`config.mk`:
```
export PLATFORM = sky130hd
export DESIGN_NAME = conv_layer_input_ctrl
export DESIGN_NICKNAME = d
export VERILOG_FILES = /design/src/rtl/conv_layer_input_ctrl_pkg.sv /design/src/rtl/conv_layer_input_addr_gen.sv /design/src/rtl/conv_layer_input_ctrl.sv
export SDC_FILE = /design/constraint.sdc
export NUM_CORES = 1
export LEC_CHECK = 0
export ABC_AREA = 1
export BUFFER_PORTS_ARGS = -buffer_cell sky130_fd_sc_hd__buf_4
export CAP_MARGIN = 15
export CELL_PAD_IN_SITES_DETAIL_PLACEMENT = 0
export CELL_PAD_IN_SITES_GLOBAL_PLACEMENT = 1
export CORE_UTILIZATION = 29
export CTS_CLUSTER_SIZE = 40
export DETAILED_ROUTE_END_ITERATION = 12
export GPL_TIMING_DRIVEN = 0
export PLACE_DENSITY_LB_ADDON = 0.2
export REMOVE_ABC_BUFFERS = 1
export SLEW_MARGIN = 20
export SYNTH_ARGS = -nofsm -noshare
export SYNTH_HDL_FRONTEND = slang
export SYNTH_SLANG_ARGS = --single-unit
export TNS_END_PERCENT = 50
```
`constraint.sdc`:
```
create_clock -name i_clk -period 4.2 [get_ports i_clk]
set_input_delay 1.26 -clock i_clk [delete_from_list [all_inputs] [get_ports i_clk]]
set_output_delay 1.26 -clock i_clk [all_outputs]
set_load 0.005 [all_outputs]
```
`src/rtl/conv_layer_input_ctrl_pkg.sv`:
```
// -----------------------------------------------------------------------------
// conv_layer_input_ctrl_pkg
// Shared definitions for the conv-layer input controller and the input cache:
//   - state_t : layer FSM states (encodings 0..7, driven out as current_state)
//   - cmd_t   : sequencer -> controller command codes
//   - ack_t   : controller -> sequencer acknowledge codes
//   - DATA_WIDTH, FLOAT32_ONE : pixel word width and the float32 constant 1.0
//   - bank_select() : cache row-bank selection for a given FSM state
// -----------------------------------------------------------------------------
package conv_layer_input_ctrl_pkg;

  localparam int          DATA_WIDTH  = 32;
  localparam logic [31:0] FLOAT32_ONE = 32'h3F80_0000;

  typedef enum logic [2:0] {
    STATE_INIT    = 3'd0,
    STATE_PRELOAD = 3'd1,
    STATE_ROW_0   = 3'd2,
    STATE_ROW_1   = 3'd3,
    STATE_ROW_2   = 3'd4,
    STATE_BIAS    = 3'd5,
    STATE_LOAD    = 3'd6,
    STATE_IDLE    = 3'd7
  } state_t;

  typedef enum logic [1:0] {
    CMD_IDLE          = 2'd0,
    CMD_PRELOAD_START = 2'd1,
    CMD_SHIFT_START   = 2'd2,
    CMD_LOAD_START    = 2'd3
  } cmd_t;

  typedef enum logic [1:0] {
    ACK_IDLE        = 2'd0,
    ACK_PRELOAD_FIN = 2'd1,
    ACK_SHIFT_FIN   = 2'd2,
    ACK_LOAD_FIN    = 2'd3
  } ack_t;

  // Bank the cache should steer to while in state s. During PRELOAD each
  // image row lands in its own bank; LOAD refills the last bank.
  function automatic logic [1:0] bank_select(input state_t     s,
                                             input logic [1:0] preload_cycle,
                                             input logic [1:0] last_bank);
    logic [1:0] bank;
    bank = 2'd0;
    case (s)
      STATE_PRELOAD: bank = preload_cycle;
      STATE_ROW_1:   bank = 2'd1;
      STATE_ROW_2:   bank = 2'd2;
      STATE_LOAD:    bank = last_bank;
      default:       bank = 2'd0;
    endcase
    return bank;
  endfunction

endpackage

```
`src/rtl/conv_layer_input_addr_gen.sv`:
```
// -----------------------------------------------------------------------------
// conv_layer_input_addr_gen
// Holds the image row pointer and forms the ROM address of the next fetch.
// Ports:
//   i_clk, i_rst_n     : clock, synchronous active-low reset
//   i_row_clr          : clear the row pointer (takes priority over increment)
//   i_row_inc          : advance the row pointer by one
//   i_col              : column index of the next fetch
//   o_row_ptr          : registered row pointer
//   o_row_ptr_next     : row pointer value after this edge
//   o_rom_addr         : BASE_ADDR + row_next*IMAGE_SIZE + col, truncated
// -----------------------------------------------------------------------------
module conv_layer_input_addr_gen #(
  parameter int IMAGE_SIZE = 8,
  parameter int ADDR_WIDTH = 8,
  parameter int BASE_ADDR  = 0,
  parameter int ROW_W      = $clog2(IMAGE_SIZE + 1)
) (
  input  logic                  i_clk,
  input  logic                  i_rst_n,
  input  logic                  i_row_clr,
  input  logic                  i_row_inc,
  input  logic [4:0]            i_col,
  output logic [ROW_W-1:0]      o_row_ptr,
  output logic [ROW_W-1:0]      o_row_ptr_next,
  output logic [ADDR_WIDTH-1:0] o_rom_addr
);

  logic [ROW_W-1:0] r_row_ptr;
  logic [ROW_W-1:0] w_row_ptr_next;

  always_comb begin
    w_row_ptr_next = r_row_ptr;
    if (i_row_clr) begin
      w_row_ptr_next = '0;
    end else if (i_row_inc) begin
      w_row_ptr_next = r_row_ptr + 1'b1;
    end
  end

  always_ff @(posedge i_clk) begin
    if (!i_rst_n) begin
      r_row_ptr <= '0;
    end else begin
      r_row_ptr <= w_row_ptr_next;
    end
  end

  // The ROM has one cycle of read latency, so the address is built from the
  // values that will be current when the data comes back.
  assign o_rom_addr = ADDR_WIDTH'(BASE_ADDR + 32'(w_row_ptr_next) * IMAGE_SIZE
                                  + 32'(i_col));

  assign o_row_ptr      = r_row_ptr;
  assign o_row_ptr_next = w_row_ptr_next;

endmodule

```
`src/rtl/conv_layer_input_ctrl.sv`:
```
// -----------------------------------------------------------------------------
// conv_layer_input_ctrl
// Layer FSM and address generation in front of the conv-layer input cache.
// Fetches image rows from a synchronous ROM and steers the cache row banks.
// Ports:
//   i_clk, i_rst_n     : clock, synchronous active-low reset
//   i_cmd              : sequencer command (cmd_t)
//   o_ack              : one-cycle acknowledge pulse (ack_t)
//   o_rom_addr         : ROM address, combinational from next-state logic
//   i_rom_data         : ROM read data (one cycle after the address)
//   o_data_out         : pixel to the cache (pass-through of i_rom_data)
//   o_current_state    : FSM state (state_t)
//   o_read_index       : word index within the current phase
//   o_preload_cycle    : preload row counter 0..2
//   o_array_idx        : cache bank select 0..2
//   o_image_done       : all image rows have been fetched
// -----------------------------------------------------------------------------
module conv_layer_input_ctrl
  import conv_layer_input_ctrl_pkg::*;
#(
  parameter int KERNEL_SIZE = 3,
  parameter int IMAGE_SIZE  = 8,
  parameter int ARRAY_SIZE  = 6,
  parameter int ADDR_WIDTH  = 8,
  parameter int BASE_ADDR   = 0
) (
  input  logic                  i_clk,
  input  logic                  i_rst_n,
  input  logic [1:0]            i_cmd,
  output logic [1:0]            o_ack,
  output logic [ADDR_WIDTH-1:0] o_rom_addr,
  input  logic [DATA_WIDTH-1:0] i_rom_data,
  output logic [DATA_WIDTH-1:0] o_data_out,
  output logic [2:0]            o_current_state,
  output logic [4:0]            o_read_index,
  output logic [1:0]            o_preload_cycle,
  output logic [1:0]            o_array_idx,
  output logic                  o_image_done
);

  localparam int         ROW_W     = $clog2(IMAGE_SIZE + 1);
  localparam logic [4:0] LAST_COL  = 5'(IMAGE_SIZE - 1);
  localparam logic [4:0] SHIFT_COL = 5'(IMAGE_SIZE);
  localparam logic [4:0] LAST_K    = 5'(KERNEL_SIZE - 1);
  localparam logic [1:0] LAST_BANK = 2'(KERNEL_SIZE - 1);
  localparam logic [ROW_W-1:0] ROW_LIMIT = ROW_W'(IMAGE_SIZE);

  if (ARRAY_SIZE != IMAGE_SIZE - KERNEL_SIZE + 1) begin : g_array_size_check
    $error("ARRAY_SIZE must equal IMAGE_SIZE - KERNEL_SIZE + 1");
  end

  state_t     r_state, w_state_next;
  logic [4:0] r_read_index, w_read_index_next;
  logic [1:0] r_preload_cycle, w_preload_cycle_next;
  logic [1:0] r_array_idx, w_array_idx_next;
  ack_t       r_ack, w_ack_next;
  logic       r_image_done, w_image_done_next;
  // Set when INIT was entered from IDLE: that INIT lasts one cycle and
  // advances to PRELOAD without waiting for another command.
  logic       r_restart, w_restart_next;

  logic             w_row_clr;
  logic             w_row_inc;
  logic [ROW_W-1:0] w_row_ptr;
  logic [ROW_W-1:0] w_row_ptr_next;

  conv_layer_input_addr_gen #(
    .IMAGE_SIZE (IMAGE_SIZE),
    .ADDR_WIDTH (ADDR_WIDTH),
    .BASE_ADDR  (BASE_ADDR),
    .ROW_W      (ROW_W)
  ) u_addr_gen (
    .i_clk          (i_clk),
    .i_rst_n        (i_rst_n),
    .i_row_clr      (w_row_clr),
    .i_row_inc      (w_row_inc),
    .i_col          (w_read_index_next),
    .o_row_ptr      (w_row_ptr),
    .o_row_ptr_next (w_row_ptr_next),
    .o_rom_addr     (o_rom_addr)
  );

  // State register
  always_ff @(posedge i_clk) begin
    if (!i_rst_n) begin
      r_state         <= STATE_INIT;
      r_read_index    <= '0;
      r_preload_cycle <= '0;
      r_array_idx     <= '0;
      r_ack           <= ACK_IDLE;
      r_image_done    <= 1'b0;
      r_restart       <= 1'b0;
    end else begin
      r_state         <= w_state_next;
      r_read_index    <= w_read_index_next;
      r_preload_cycle <= w_preload_cycle_next;
      r_array_idx     <= w_array_idx_next;
      r_ack           <= w_ack_next;
      r_image_done    <= w_image_done_next;
      r_restart       <= w_restart_next;
    end
  end

  // Next-state logic
  always_comb begin
    w_state_next         = r_state;
    w_read_index_next    = r_read_index;
    w_preload_cycle_next = r_preload_cycle;
    w_restart_next       = 1'b0;
    w_row_clr            = 1'b0;
    w_row_inc            = 1'b0;
    case (r_state)
      STATE_INIT: begin
        w_read_index_next = '0;
        if (r_restart || cmd_t'(i_cmd) == CMD_PRELOAD_START) begin
          w_state_next         = STATE_PRELOAD;
          w_preload_cycle_next = '0;
          w_row_clr            = 1'b1;
        end
      end
      STATE_IDLE: begin
        w_read_index_next = '0;
        case (cmd_t'(i_cmd))
          CMD_PRELOAD_START: begin
            w_state_next   = STATE_INIT;
            w_restart_next = 1'b1;
            w_row_clr      = 1'b1;
          end
          CMD_SHIFT_START: w_state_next = STATE_ROW_0;
          CMD_LOAD_START: begin
            if (w_row_ptr < ROW_LIMIT) begin
              w_state_next = STATE_LOAD;
            end
          end
          default: ;
        endcase
      end
      STATE_PRELOAD: begin
        // The last preload row skips the shift slot so it stays in its bank.
        if (r_preload_cycle == LAST_BANK && r_read_index == LAST_COL) begin
          w_state_next      = STATE_IDLE;
          w_read_index_next = '0;
          w_row_inc         = 1'b1;
        end else if (r_read_index == SHIFT_COL) begin
          w_read_index_next    = '0;
          w_preload_cycle_next = r_preload_cycle + 2'd1;
          w_row_inc            = 1'b1;
        end else begin
          w_read_index_next = r_read_index + 5'd1;
        end
      end
      STATE_ROW_0, STATE_ROW_1, STATE_ROW_2: begin
        if (r_read_index == LAST_K) begin
          w_read_index_next = '0;
          if (r_state == STATE_ROW_0) begin
            w_state_next = STATE_ROW_1;
          end else if (r_state == STATE_ROW_1) begin
            w_state_next = STATE_ROW_2;
          end else begin
            w_state_next = STATE_BIAS;
          end
        end else begin
          w_read_index_next = r_read_index + 5'd1;
        end
      end
      STATE_BIAS: begin
        w_state_next      = STATE_IDLE;
        w_read_index_next = '0;
      end
      STATE_LOAD: begin
        if (r_read_index == LAST_COL) begin
          w_state_next      = STATE_IDLE;
          w_read_index_next = '0;
          w_row_inc         = 1'b1;
        end else begin
          w_read_index_next = r_read_index + 5'd1;
        end
      end
      default: begin
        w_state_next      = STATE_INIT;
        w_read_index_next = '0;
      end
    endcase
    // Hold the ROM address at BASE_ADDR while reset is asserted.
    if (!i_rst_n) begin
      w_row_clr         = 1'b1;
      w_row_inc         = 1'b0;
      w_read_index_next = '0;
    end
  end

  // Output logic: values the registered outputs take after this edge
  always_comb begin
    w_array_idx_next = bank_select(w_state_next, w_preload_cycle_next, LAST_BANK);
    w_ack_next       = ACK_IDLE;
    if (r_state == STATE_IDLE) begin
      // A LOAD with no rows left is answered at once without a fetch.
      if (cmd_t'(i_cmd) == CMD_LOAD_START && w_row_ptr >= ROW_LIMIT) begin
        w_ack_next = ACK_LOAD_FIN;
      end
    end else if (w_state_next == STATE_IDLE) begin
      case (r_state)
        STATE_PRELOAD: w_ack_next = ACK_PRELOAD_FIN;
        STATE_BIAS:    w_ack_next = ACK_SHIFT_FIN;
        STATE_LOAD:    w_ack_next = ACK_LOAD_FIN;
        default:       w_ack_next = ACK_IDLE;
      endcase
    end
    w_image_done_next = (w_row_ptr_next >= ROW_LIMIT);
  end

  assign o_ack           = r_ack;
  assign o_current_state = r_state;
  assign o_read_index    = r_read_index;
  assign o_preload_cycle = r_preload_cycle;
  assign o_array_idx     = r_array_idx;
  assign o_image_done    = r_image_done;
  assign o_data_out      = i_rom_data;

endmodule

```
=== Word level (Yosys, flattened, before mapping) ===
Cells that the tools add are included.

* Word-level logic and storage cells: 77
* Output and inout port bits: 55
* Register bits after elaboration: 20
* Input bits: 36

* $lt $le $gt $ge: 3
* Reduce and logical (&&, ||, !) cells: 8
* Equal/unequal tests: 19
* Mux-type cells: 35
* $add $sub $neg: 4

{| class="wikitable"
|+ Operator list
! cell !! count
|-
| $mux W5 || 5
|-
| $eq A3 B3 Y1 const B || 7
|-
| $pmux W5 S4 || 1
|-
| $mux W3 || 6
|-
| $pmux W3 S6 || 1
|-
| $mux W2 || 6
|-
| $pmux W2 S3 || 2
|-
| $eq A3 B2 Y1 const B || 3
|-
| $pmux W3 S3 || 1
|-
| $add A7 B5 Y8 || 1
|-
| $ge A4 B4 Y1 const B || 2
|-
| $mux W1 || 8
|-
| $mux W4 || 2
|-
| $eq A2 B2 Y1 const B || 3
|-
| $eq A3 B1 Y1 const B || 2
|-
| $reduce_or A3 Y1 || 2
|-
| $add A5 B1 Y5 const B || 1
|-
| $eq A5 B2 Y1 const B || 1
|-
| $eq A5 B3 Y1 const B || 1
|-
| $eq A5 B4 Y1 const B || 1
|-
| $add A4 B1 Y4 const B || 1
|-
| $lt A4 B4 Y1 const B || 1
|-
| $pmux W1 S2 || 2
|-
| $pmux W2 S2 || 1
|-
| 7 further kinds || 8
|}

=== Longest topological paths before layout ===
Gate-level depths: netlist of the first run.

* Depth in word-level cells: 8
* Mapped depth: 16
* Mapped depth without buffers: 16

=== Modules after synthesis ===
From an unflattened synthesis of the first run, not the netlist that was laid out.

* Cell total of the unflattened synthesis: 235
* Area, all modules: 1,550.2 um^2

{| class="wikitable"
|+ Modules (own cells, without submodules)
! module !! sequential area each (um^2) !! instances !! area an instance (um^2) !! cells an instance
|-
| conv_layer_input_ctrl || 320.3 || 1 || 1,188.6 || 182
|-
| conv_layer_input_addr_gen || 80.1 || 1 || 361.6 || 53
|}

=== Worst setup path after synthesis of the first run ===
OpenSTA, ideal clock, no wires.

* Kind: input -> output
* From: input i_cmd[1]
* To: output o_rom_addr[5]
* Arrival time: 2.755 ns
* Path buffers: 0
* Stages on the path: 12
* Setup slack: 0.185 ns
* Required time: 2.940 ns
* Cell sequence: inv_1 -> nand2_1 -> nand2_1 -> nand3_1 -> nand3_2 -> inv_2 -> o21ai_0 -> a21oi_1 -> ha_1 -> fa_1 -> inv_1 -> xor2_1

* Word-level cells in the longest chain between the ends: 7
* Elaborated cells between the ends (all ways): 8
* Those cells by class: add/sub: 1; eq/ne: 1; mux: 5; reduce/logical: 1

{| class="wikitable"
|+ Ends and longest elaborated chain
! element !! RTL line !! text
|-
| start, declared || conv_layer_input_ctrl.sv:29 || <nowiki>input logic [1:0] i_cmd,</nowiki>
|-
| $eq A2 B1 Y1 (*) || conv_layer_input_ctrl.sv:115, conv_layer_input_ctrl.sv:123 ||
|-
| $logic_or A1 B1 Y1 || conv_layer_input_ctrl.sv:115 || <nowiki>if (r_restart || cmd_t'(i_cmd) == CMD_PRELOAD_START) begin</nowiki>
|-
| $mux W1 || conv_layer_input_ctrl.sv:115 ||
|-
| $pmux W1 S2 (*) || conv_layer_input_ctrl.sv:112 || <nowiki>case (r_state)</nowiki>
|-
| $mux W1 (*) || conv_layer_input_ctrl.sv:185 || <nowiki>if (!i_rst_n) begin</nowiki>
|-
| $mux W4 (*) || conv_layer_input_addr_gen.sv:34 || <nowiki>if (i_row_clr) begin</nowiki>
|-
| via u_addr_gen.o_row_ptr_next[0] || conv_layer_input_addr_gen.sv:25 || <nowiki>output logic [ROW_W-1:0] o_row_ptr_next,</nowiki>
|-
| $add A7 B5 Y8 (*) || conv_layer_input_addr_gen.sv:52 || <nowiki>+ 32'(i_col));</nowiki>
|-
| end, declared || conv_layer_input_ctrl.sv:31 || <nowiki>output logic [ADDR_WIDTH-1:0] o_rom_addr,</nowiki>
|}

Mark *: on every way through the listed nets, which the timed path passes. The rest lies on a longest branch.

=== Worst setup path after layout of the first run ===
Ends and elaborated chain as after synthesis.

==> results of run 1 <==
## placed cells by master, fill, tap and decap left out
| master | n |
|---|---|
| sky130_fd_sc_hd__a211oi_1 | 1 |
| sky130_fd_sc_hd__a211oi_4 | 1 |
| sky130_fd_sc_hd__a21oi_1 | 7 |
| sky130_fd_sc_hd__a21oi_2 | 1 |
| sky130_fd_sc_hd__buf_4 | 29 |
| sky130_fd_sc_hd__bufinv_16 | 1 |
| sky130_fd_sc_hd__clkbuf_8 | 3 |
| sky130_fd_sc_hd__clkinv_2 | 1 |
| sky130_fd_sc_hd__dfxtp_1 | 20 |
| sky130_fd_sc_hd__fa_2 | 1 |
| sky130_fd_sc_hd__ha_1 | 7 |
| sky130_fd_sc_hd__ha_2 | 1 |
| sky130_fd_sc_hd__inv_1 | 29 |
| sky130_fd_sc_hd__inv_2 | 4 |
| sky130_fd_sc_hd__inv_4 | 2 |
| sky130_fd_sc_hd__nand2_1 | 35 |
| sky130_fd_sc_hd__nand2_2 | 3 |
| sky130_fd_sc_hd__nand2_4 | 5 |
| sky130_fd_sc_hd__nand3_1 | 17 |
| sky130_fd_sc_hd__nand3_2 | 4 |
| sky130_fd_sc_hd__nand3_4 | 2 |
| sky130_fd_sc_hd__nand4_1 | 7 |
| sky130_fd_sc_hd__nor2_1 | 24 |
| sky130_fd_sc_hd__nor2_2 | 5 |
| sky130_fd_sc_hd__nor3_1 | 2 |
| sky130_fd_sc_hd__nor3_2 | 1 |
| sky130_fd_sc_hd__nor4_1 | 3 |
| sky130_fd_sc_hd__o211ai_1 | 2 |
| sky130_fd_sc_hd__o21ai_0 | 3 |
| sky130_fd_sc_hd__o21ai_2 | 1 |
| sky130_fd_sc_hd__xnor2_1 | 1 |
| sky130_fd_sc_hd__xor2_1 | 4 |
## worst reg2reg max path, cell delays in order (launching register included)
cell and delay (ps):
sky130_fd_sc_hd__dfxtp_1 360, sky130_fd_sc_hd__inv_1 90, sky130_fd_sc_hd__ha_1 180, sky130_fd_sc_hd__nand3_1 130, sky130_fd_sc_hd__nand2_1 150, sky130_fd_sc_hd__o21ai_0 110
sky130_fd_sc_hd__o211ai_1 320, sky130_fd_sc_hd__buf_4 200, sky130_fd_sc_hd__nor2_1 40
## where the power goes
group          internal (mW)  total (mW)  switching, mW
logic                 0.0127      0.0353         0.0226
clock network          0.127       0.199         0.0714
registers              0.191       0.194        0.00291
## per-stage QoR
| stage | hold slack (ps) | total power, mW |
|---|---|---|
| final | 496 | 0.428 |
| after detailed placement | 478 | 0.227 |
| after global routing | 530 | 0.447 |
| after global placement | 481 | 0.227 |
| after CTS | 501 | 0.428 |
| after floorplan | 467 | 0.214 |
## per-layer routing
metal | share of wire [%] | vias to the layer above | GRT usage (%)
met5 | 0 | - | 7.27
met4 | 0.91 | 0 | 5.00
met3 | 16 | 4 | 10.9
met1 | 46 | 583 | 19.5
met2 | 38 | 72 | 18.7
li1 | - | 688 | -
## registers in the layout (all words and copies together) (netlist names)
register              count
o_read_index              5
u_addr_gen.o_row_ptr      4
o_current_state           3
o_ack                     2
o_array_idx               2
o_preload_cycle           2
o_image_done              1
r_restart                 1
## final cells by class
class / instances / share of cell area, %
inverters: 36 / 8.00
multi-input cells: 138 / 48.1
well taps: 70 / 4.95
clock inverters: 1 / 1.70
clock buffers: 3 / 2.34
flip-flops and latches: 20 / 22.6
repair buffers: 29 / 12.3
## worst paths after layout
check | endpoint | slack (ps)
max | o_rom_addr[5] | 110
min | o_read_index[0] | 500
max reg2reg | o_read_index[0] | 2510
min reg2reg | o_read_index[0] | 500
## kinds of logic after synthesis
group | synth area share (%)
simple gates | 33.3
buf+inv | 25.7
flops | 25.1
compound gates | 5.65
fa+ha+maj | 7.53
xor+xnor | 2.74
## repair_timing
| item | 4_1_cts | 5_1_grt |
|---|---|---|
| setup buffers | 0 | 3 |
| endpoints found under the setup margin | 4 | 4 |
| resized for setup | 7 | 12 |
| pin swaps | 1 | 7 |
## synth_stat cells, drive strengths merged
cell     n  area share (%)
xor2     4             2.2
nor2    29             7.6
a21oi    8             2.5
inv     35             8.2
o21ai    4             1.3
xnor2    1            0.55
nand3   23             8.8
buf     36              17
fa       1             1.3
dfxtp   20              25
a211oi   2            0.94
nand4    7             2.7
nor3     3            0.94
clkbuf   1            0.24
ha       8             6.3
nand2   43              12
nor4     3             1.2
clkinv   1            0.31
o211ai   2            0.94
==> impl_metrics.sql, run 1 <==
INSERT INTO impl_metrics (metric_group, metric, value, unit) VALUES
('global_route', 'initial_antenna_violation_count', '0', ''),
('worst_setup_path', 'critPathMaxStageDelay', '350', 'ps'),
('cts', 'ctsHtreeMaxLevel', '1', ''),
('cts', 'cts_hold_repair.buffers', '0', ''),
('final_layout', 'layout.area.seq', '400', 'µm²'),
('final_layout', 'post_route_core_utilization', '34.0', '%'),
('timing', 'max_freq', '244', 'MHz'),
('status', 'status', 'complete, no violations', ''),
('worst_setup_path', 'worst_setup_sp_type', 'primary input', ''),
('worst_setup_path', 'crit_arrival', '2830', 'ps'),
('floorplan', 'start_util', '30.6', '%'),
('worst_setup_path', 'timing.setup.critical_path_class', 'primary input to primary output', ''),
('synthesis', 'ys_types', '24', ''),
('cts', 'insertion_delay', '260', 'ps'),
('synthesis', 'yosys_register_bits', '20', ''),
('placement', 'gpl.final_weighted_congestion', '0.767', ''),
('floorplan', 'die_x', '76.2', 'µm'),
('placement', 'place_area', '1600', 'µm²'),
('placement', 'numPortBuffers', '26', ''),
('worst_setup_path', 'critical-path-slowest-cell', 'sky130_fd_sc_hd__fa_2', ''),
('detailed_routing', 'detail_route.wirelength', '4420', 'µm'),
('cts', 'clockBufferDepth', '2', ''),
('global_route', 'grt_util_overall', '15.2', '%'),
('hold_path', 'worstHoldStart', 'o_read_index[0]', ''),
('placement', 'dp_cells', '290', ''),
('global_route', 'first_global_vias', '1215', ''),
('hold_path', 'min-delay-path-class', 'flop to flop', ''),
('floorplan', 'design.die.area', '5800', 'µm²'),
('worst_setup_path', 'worstSetupPathDepth', '14', ''),
('cts', 'tritoncts', 'built', ''),
('timing', 'timing.setup.tns', '0', 'ps'),
('timing', 'slew_viol_final', '0', ''),
('worst_setup_path', 'worst_setup_path_startpoint', 'i_cmd[1]', ''),
('timing', 'finalHoldViolCount', '0', ''),
('synthesis', 'seq_area_frac_synth', '25.1', '%'),
('placement', 'post-place-ws', '-240', 'ps'),
('final_layout', 'filler_cell_count', '596', ''),
('global_route', 'grt_first_pass_wirelength', '6670', 'µm'),
('worst_setup_path', 'crit_path_cell_trace', 'buf_4, inv_4, nand2_4, nand2_4, nand3_4, nand3_4, inv_4, o21ai_2, a21oi_2, ha_2, fa_2, inv_2, xor2_1, buf_4', ''),
('timing', 'layout_worst_path_cycle_share', '97.5', '%'),
('final_layout', 'num-nets-final', '273', ''),
('timing', 'setup_viol', '0', ''),
('placement', 'dp_hpwl', '3500', 'µm'),
('worst_setup_path', 'critPathCaptureType', 'primary output', ''),
('synthesis', 'syn_inst', '231', ''),
('floorplan', 'boundaryPins', '91', ''),
('timing', 'maxSlewHeadroom', '69.1', '%'),
('detailed_routing', 'remaining_drc_errors', '0', ''),
('timing', 'postLayoutSetupSlackWorst', '106', 'ps'),
('global_route', 'grt_start_max_net_pins', '14', ''),
('timing', 'fin_worst_skew', '2.34', 'ps'),
('hold_path', 'min_delay_path_depth', '1', ''),
('final_layout', 'finish.cell_count_without_fillers', '297', ''),
('synthesis', 'synth.yosys.warnings', '0', ''),
('final_layout', 'final_layout_size_suffix_gt1_share', '28.6', '%'),
('final_layout', 'multiInputGateArea', '850', 'µm²'),
('power_and_ir_drop', 'max-vdd-ir-drop', '0.101', 'mV'),
('timing', 'post_route_minimum_period', '4090', 'ps'),
('detailed_routing', 'final_antenna_net_count', '0', ''),
('worst_setup_path', 'critical_path_peak_fanout', '4', ''),
('detailed_routing', 'post_drt_wl_per_cell', '14.9', 'µm'),
('worst_setup_path', 'critPathTopFamily', 'adder cells', ''),
('synthesis', 'synth_area', '1600', 'µm²'),
('worst_setup_path', 'critPathRequiredTime', '2940', 'ps'),
('cts', 'clk_pin_slew_worst_paths', '80', 'ps'),
('detailed_routing', 'dr_total_vias', '1347', ''),
('power_and_ir_drop', 'power_per_cell_area', '242', 'nW/µm²'),
('detailed_routing', 'avgViaCountPerCell', '4.54', ''),
('final_layout', 'antenna_cells', '0', ''),
('detailed_routing', 'detailedRoute.firstIterationViolations', '55', ''),
('cts', 'cts_inserted_buffers', '3', '');
Note: power is estimated with default switching activity, not from simulation.
==> run 2, diff against run 1 <==
Settings changed: PLACE_DENSITY set to 0.81, PLACE_DENSITY_LB_ADDON 0.2 to not set.
==> impl_metrics.sql, run 2 (synthesis results as in run 1) <==
INSERT INTO impl_metrics (metric_group, metric, value, unit) VALUES
('status', 'status', 'complete, no violations', ''),
('detailed_routing', 'met2_wire_length', '1610', 'µm'),
('timing', 'post_route_minimum_period', '4090', 'ps'),
('worst_setup_path', 'crit_arrival', '2830', 'ps'),
('final_layout', 'flow.area_growth_from_synthesis', '11.5', '%'),
('detailed_routing', 'final_antenna_net_count', '0', ''),
('power_and_ir_drop', 'max-vdd-ir-drop', '0.145', 'mV'),
('floorplan', 'die_x', '76.2', 'µm'),
('placement', 'post-place-ws', '-213', 'ps'),
('detailed_routing', 'dr_total_vias', '1348', ''),
('placement', 'dp_hpwl', '3310', 'µm'),
('final_layout', 'final_layout_size_suffix_gt1_share', '28.6', '%'),
('timing', 'finalHoldViolCount', '0', ''),
('worst_setup_path', 'regToRegSetupSlack', '2460', 'ps'),
('worst_setup_path', 'critPathCaptureType', 'primary output', ''),
('global_route', 'grt_start_max_net_pins', '14', ''),
('final_layout', 'filler_cell_count', '581', ''),
('final_layout', 'commonest_non_fill_non_tap_cell_in_the_layout', 'sky130_fd_sc_hd__nand2_1', ''),
('placement', 'numPortBuffers', '26', ''),
('timing', 'setup_viol', '0', ''),
('floorplan', 'design.die.area', '5800', 'µm²'),
('timing', 'slew_viol_final', '0', ''),
('floorplan', 'fp-row-count', '26', ''),
('final_layout', 'post_route_core_utilization', '34.2', '%'),
('worst_setup_path', 'critical_path_peak_fanout', '4', ''),
('power_and_ir_drop', 'power_per_cell_area', '239', 'nW/µm²'),
('detailed_routing', 'detail_route.wirelength', '4190', 'µm'),
('detailed_routing', 'met3WireLength', '538', 'µm'),
('placement', 'dp_cells', '290', ''),
('timing', 'unrepaired_setup_endpoints_after_global_routing', 'no', ''),
('global_route', 'grt_first_pass_wirelength', '6560', 'µm'),
('hold_path', 'min-delay-path-class', 'flop to flop', ''),
('floorplan', 'die_y', '76.2', 'µm'),
('final_layout', 'finish.cell_count_without_fillers', '297', ''),
('global_route', 'first_global_vias', '1315', ''),
('timing', 'hold_ws', '509', 'ps'),
('worst_setup_path', 'crit_path_cell_trace', 'buf_6, inv_4, nand2_4, nand2_4, nand3_4, nand3_4, inv_4, o21ai_4, a21oi_2, ha_2, fa_2, inv_2, xor2_1, buf_4', ''),
('detailed_routing', 'met1Wirelength', '2010', 'µm'),
('detailed_routing', 'detailedRoute.firstIterationViolations', '75', ''),
('final_layout', 'antenna_cells', '0', ''),
('placement', 'gpl.final_weighted_congestion', '0.832', ''),
('worst_setup_path', 'timing.setup.critical_path_class', 'primary input to primary output', ''),
('cts', 'clockBufferDepth', '2', ''),
('worst_setup_path', 'critPathRequiredTime', '2940', 'ps'),
('cts', 'cts.sinks', '20', ''),
('detailed_routing', 'remaining_drc_errors', '0', ''),
('timing', 'worstMarginPinSlew', '428', 'ps'),
('floorplan', 'start_util', '30.6', '%'),
('cts', 'tritoncts', 'built', ''),
('flow_run', 'timing.max_cap.violations', '0', ''),
('worst_setup_path', 'critPathMaxStageDelay', '350', 'ps'),
('power_and_ir_drop', 'power.static_leakage', '0.852', 'nW'),
('cts', 'cts_inserted_buffers', '3', ''),
('worst_setup_path', 'worst_setup_sp_type', 'primary input', ''),
('detailed_routing', 'post_drt_wl_per_cell', '14.1', 'µm'),
('timing', 'fin_worst_skew', '4.13', 'ps'),
('floorplan', 'boundaryPins', '91', ''),
('global_route', 'grt_util_overall', '14.8', '%'),
('final_layout', 'num-nets-final', '273', ''),
('detailed_routing', 'avgViaCountPerCell', '4.54', ''),
('cts', 'clk_pin_slew_worst_paths', '80', 'ps'),
('timing', 'postLayoutSetupSlackWorst', '111', 'ps'),
('cts', 'insertion_delay', '260', 'ps'),
('timing', 'layout_worst_path_cycle_share', '97.4', '%'),
('global_route', 'initial_antenna_violation_count', '0', ''),
('timing', 'maxSlewHeadroom', '71.4', '%'),
('cts', 'ctsHtreeMaxLevel', '1', ''),
('detailed_routing', 'highest_metal_used', 'met4', ''),
('floorplan', 'floorplan.core_area', '5200', 'µm²'),
('cts', 'cts.root.buffer_cell', 'sky130_fd_sc_hd__clkbuf_8', ''),
('timing', 'max_freq', '245', 'MHz'),
('final_layout', 'layout.cells.most_common_list', 'sky130_fd_sc_hd__nand2_1, sky130_fd_sc_hd__inv_1, sky130_fd_sc_hd__buf_4', ''),
('detailed_routing', 'first_pass_iters', '4', ''),
('global_route', 'grt.overflow.total', '0', ''),
('worst_setup_path', 'critical-path-slowest-cell', 'sky130_fd_sc_hd__fa_2', ''),
('final_layout', 'largest_register_ffs', '5', '');
run 2: cell counts in the layout (fill, tap and decap cells not counted):
Identical to the previous run, type by type.
run 2: what timing repair did:
action / in CTS / in global routing
hold buffers: 0 / 0
endpoints found under the hold margin: 0 / 0
pin swaps: 1 / 7
buffers inserted: 0 / 3
endpoints found under the setup margin: 4 / 4
cloned: 0 / 0
resized for setup: 8 / 13
run 2: path summary, 6_finish.rpt:
kind | start | to | cells past startpoint
worst max-delay path | i_cmd[1] | o_rom_addr[5] | 14
worst max register to register | o_read_index[0] | u_addr_gen.o_row_ptr[1] | 8
worst min register to register | o_read_index[0] | o_read_index[0] | 1
worst min-delay path | o_read_index[0] | o_read_index[0] | 1
run 2: final cells by class:
cell class              instances  area (µm²)  share of cell area (%)
well taps                      70        87.6                    4.92
clock buffers                   3        41.3                    2.32
clock inverters                 1        30.0                    1.69
multi-input cells             138         857                    48.2
flip-flops and latches         20         400                    22.5
repair buffers                 29         221                    12.4
inverters                      36         141                    7.95
run 2: power breakdown:
group	switching, mW	leakage [nW]	total [mW]	internal, mW
Clock	0.0698	0.0357	0.197	0.127
Combinational	0.0223	0.655	0.0351	0.0128
Sequential	0.00287	0.161	0.194	0.191
Total	0.0950	0.852	0.426	0.331
run 2: layer usage:
layer | up-vias | global-route usage [%]
li1 | 688 | -
met3 | 4 | 9.94
met5 | - | 3.64
met4 | 0 | 4.04
met2 | 63 | 19.7
met1 | 593 | 18.7
run 2: worst max-delay path: cells and delay by family:
kind	cells	cell delay, ps
simple gates	4	350
buf+inv	5	410
compound gates	2	110
xor+xnor	1	140
fa+ha+maj	2	550
run 2: metrics by stage:
stage          total power [mW]  area [µm²]  TNS, ps
6_report                  0.426        1780        0
3_3_place_gp              0.225        1600     -493
3_5_place_dp              0.226        1600     -615
2_1_floorplan             0.214        1320        0
5_1_grt                   0.446        1780        0
4_1_cts                   0.426        1700    -51.3
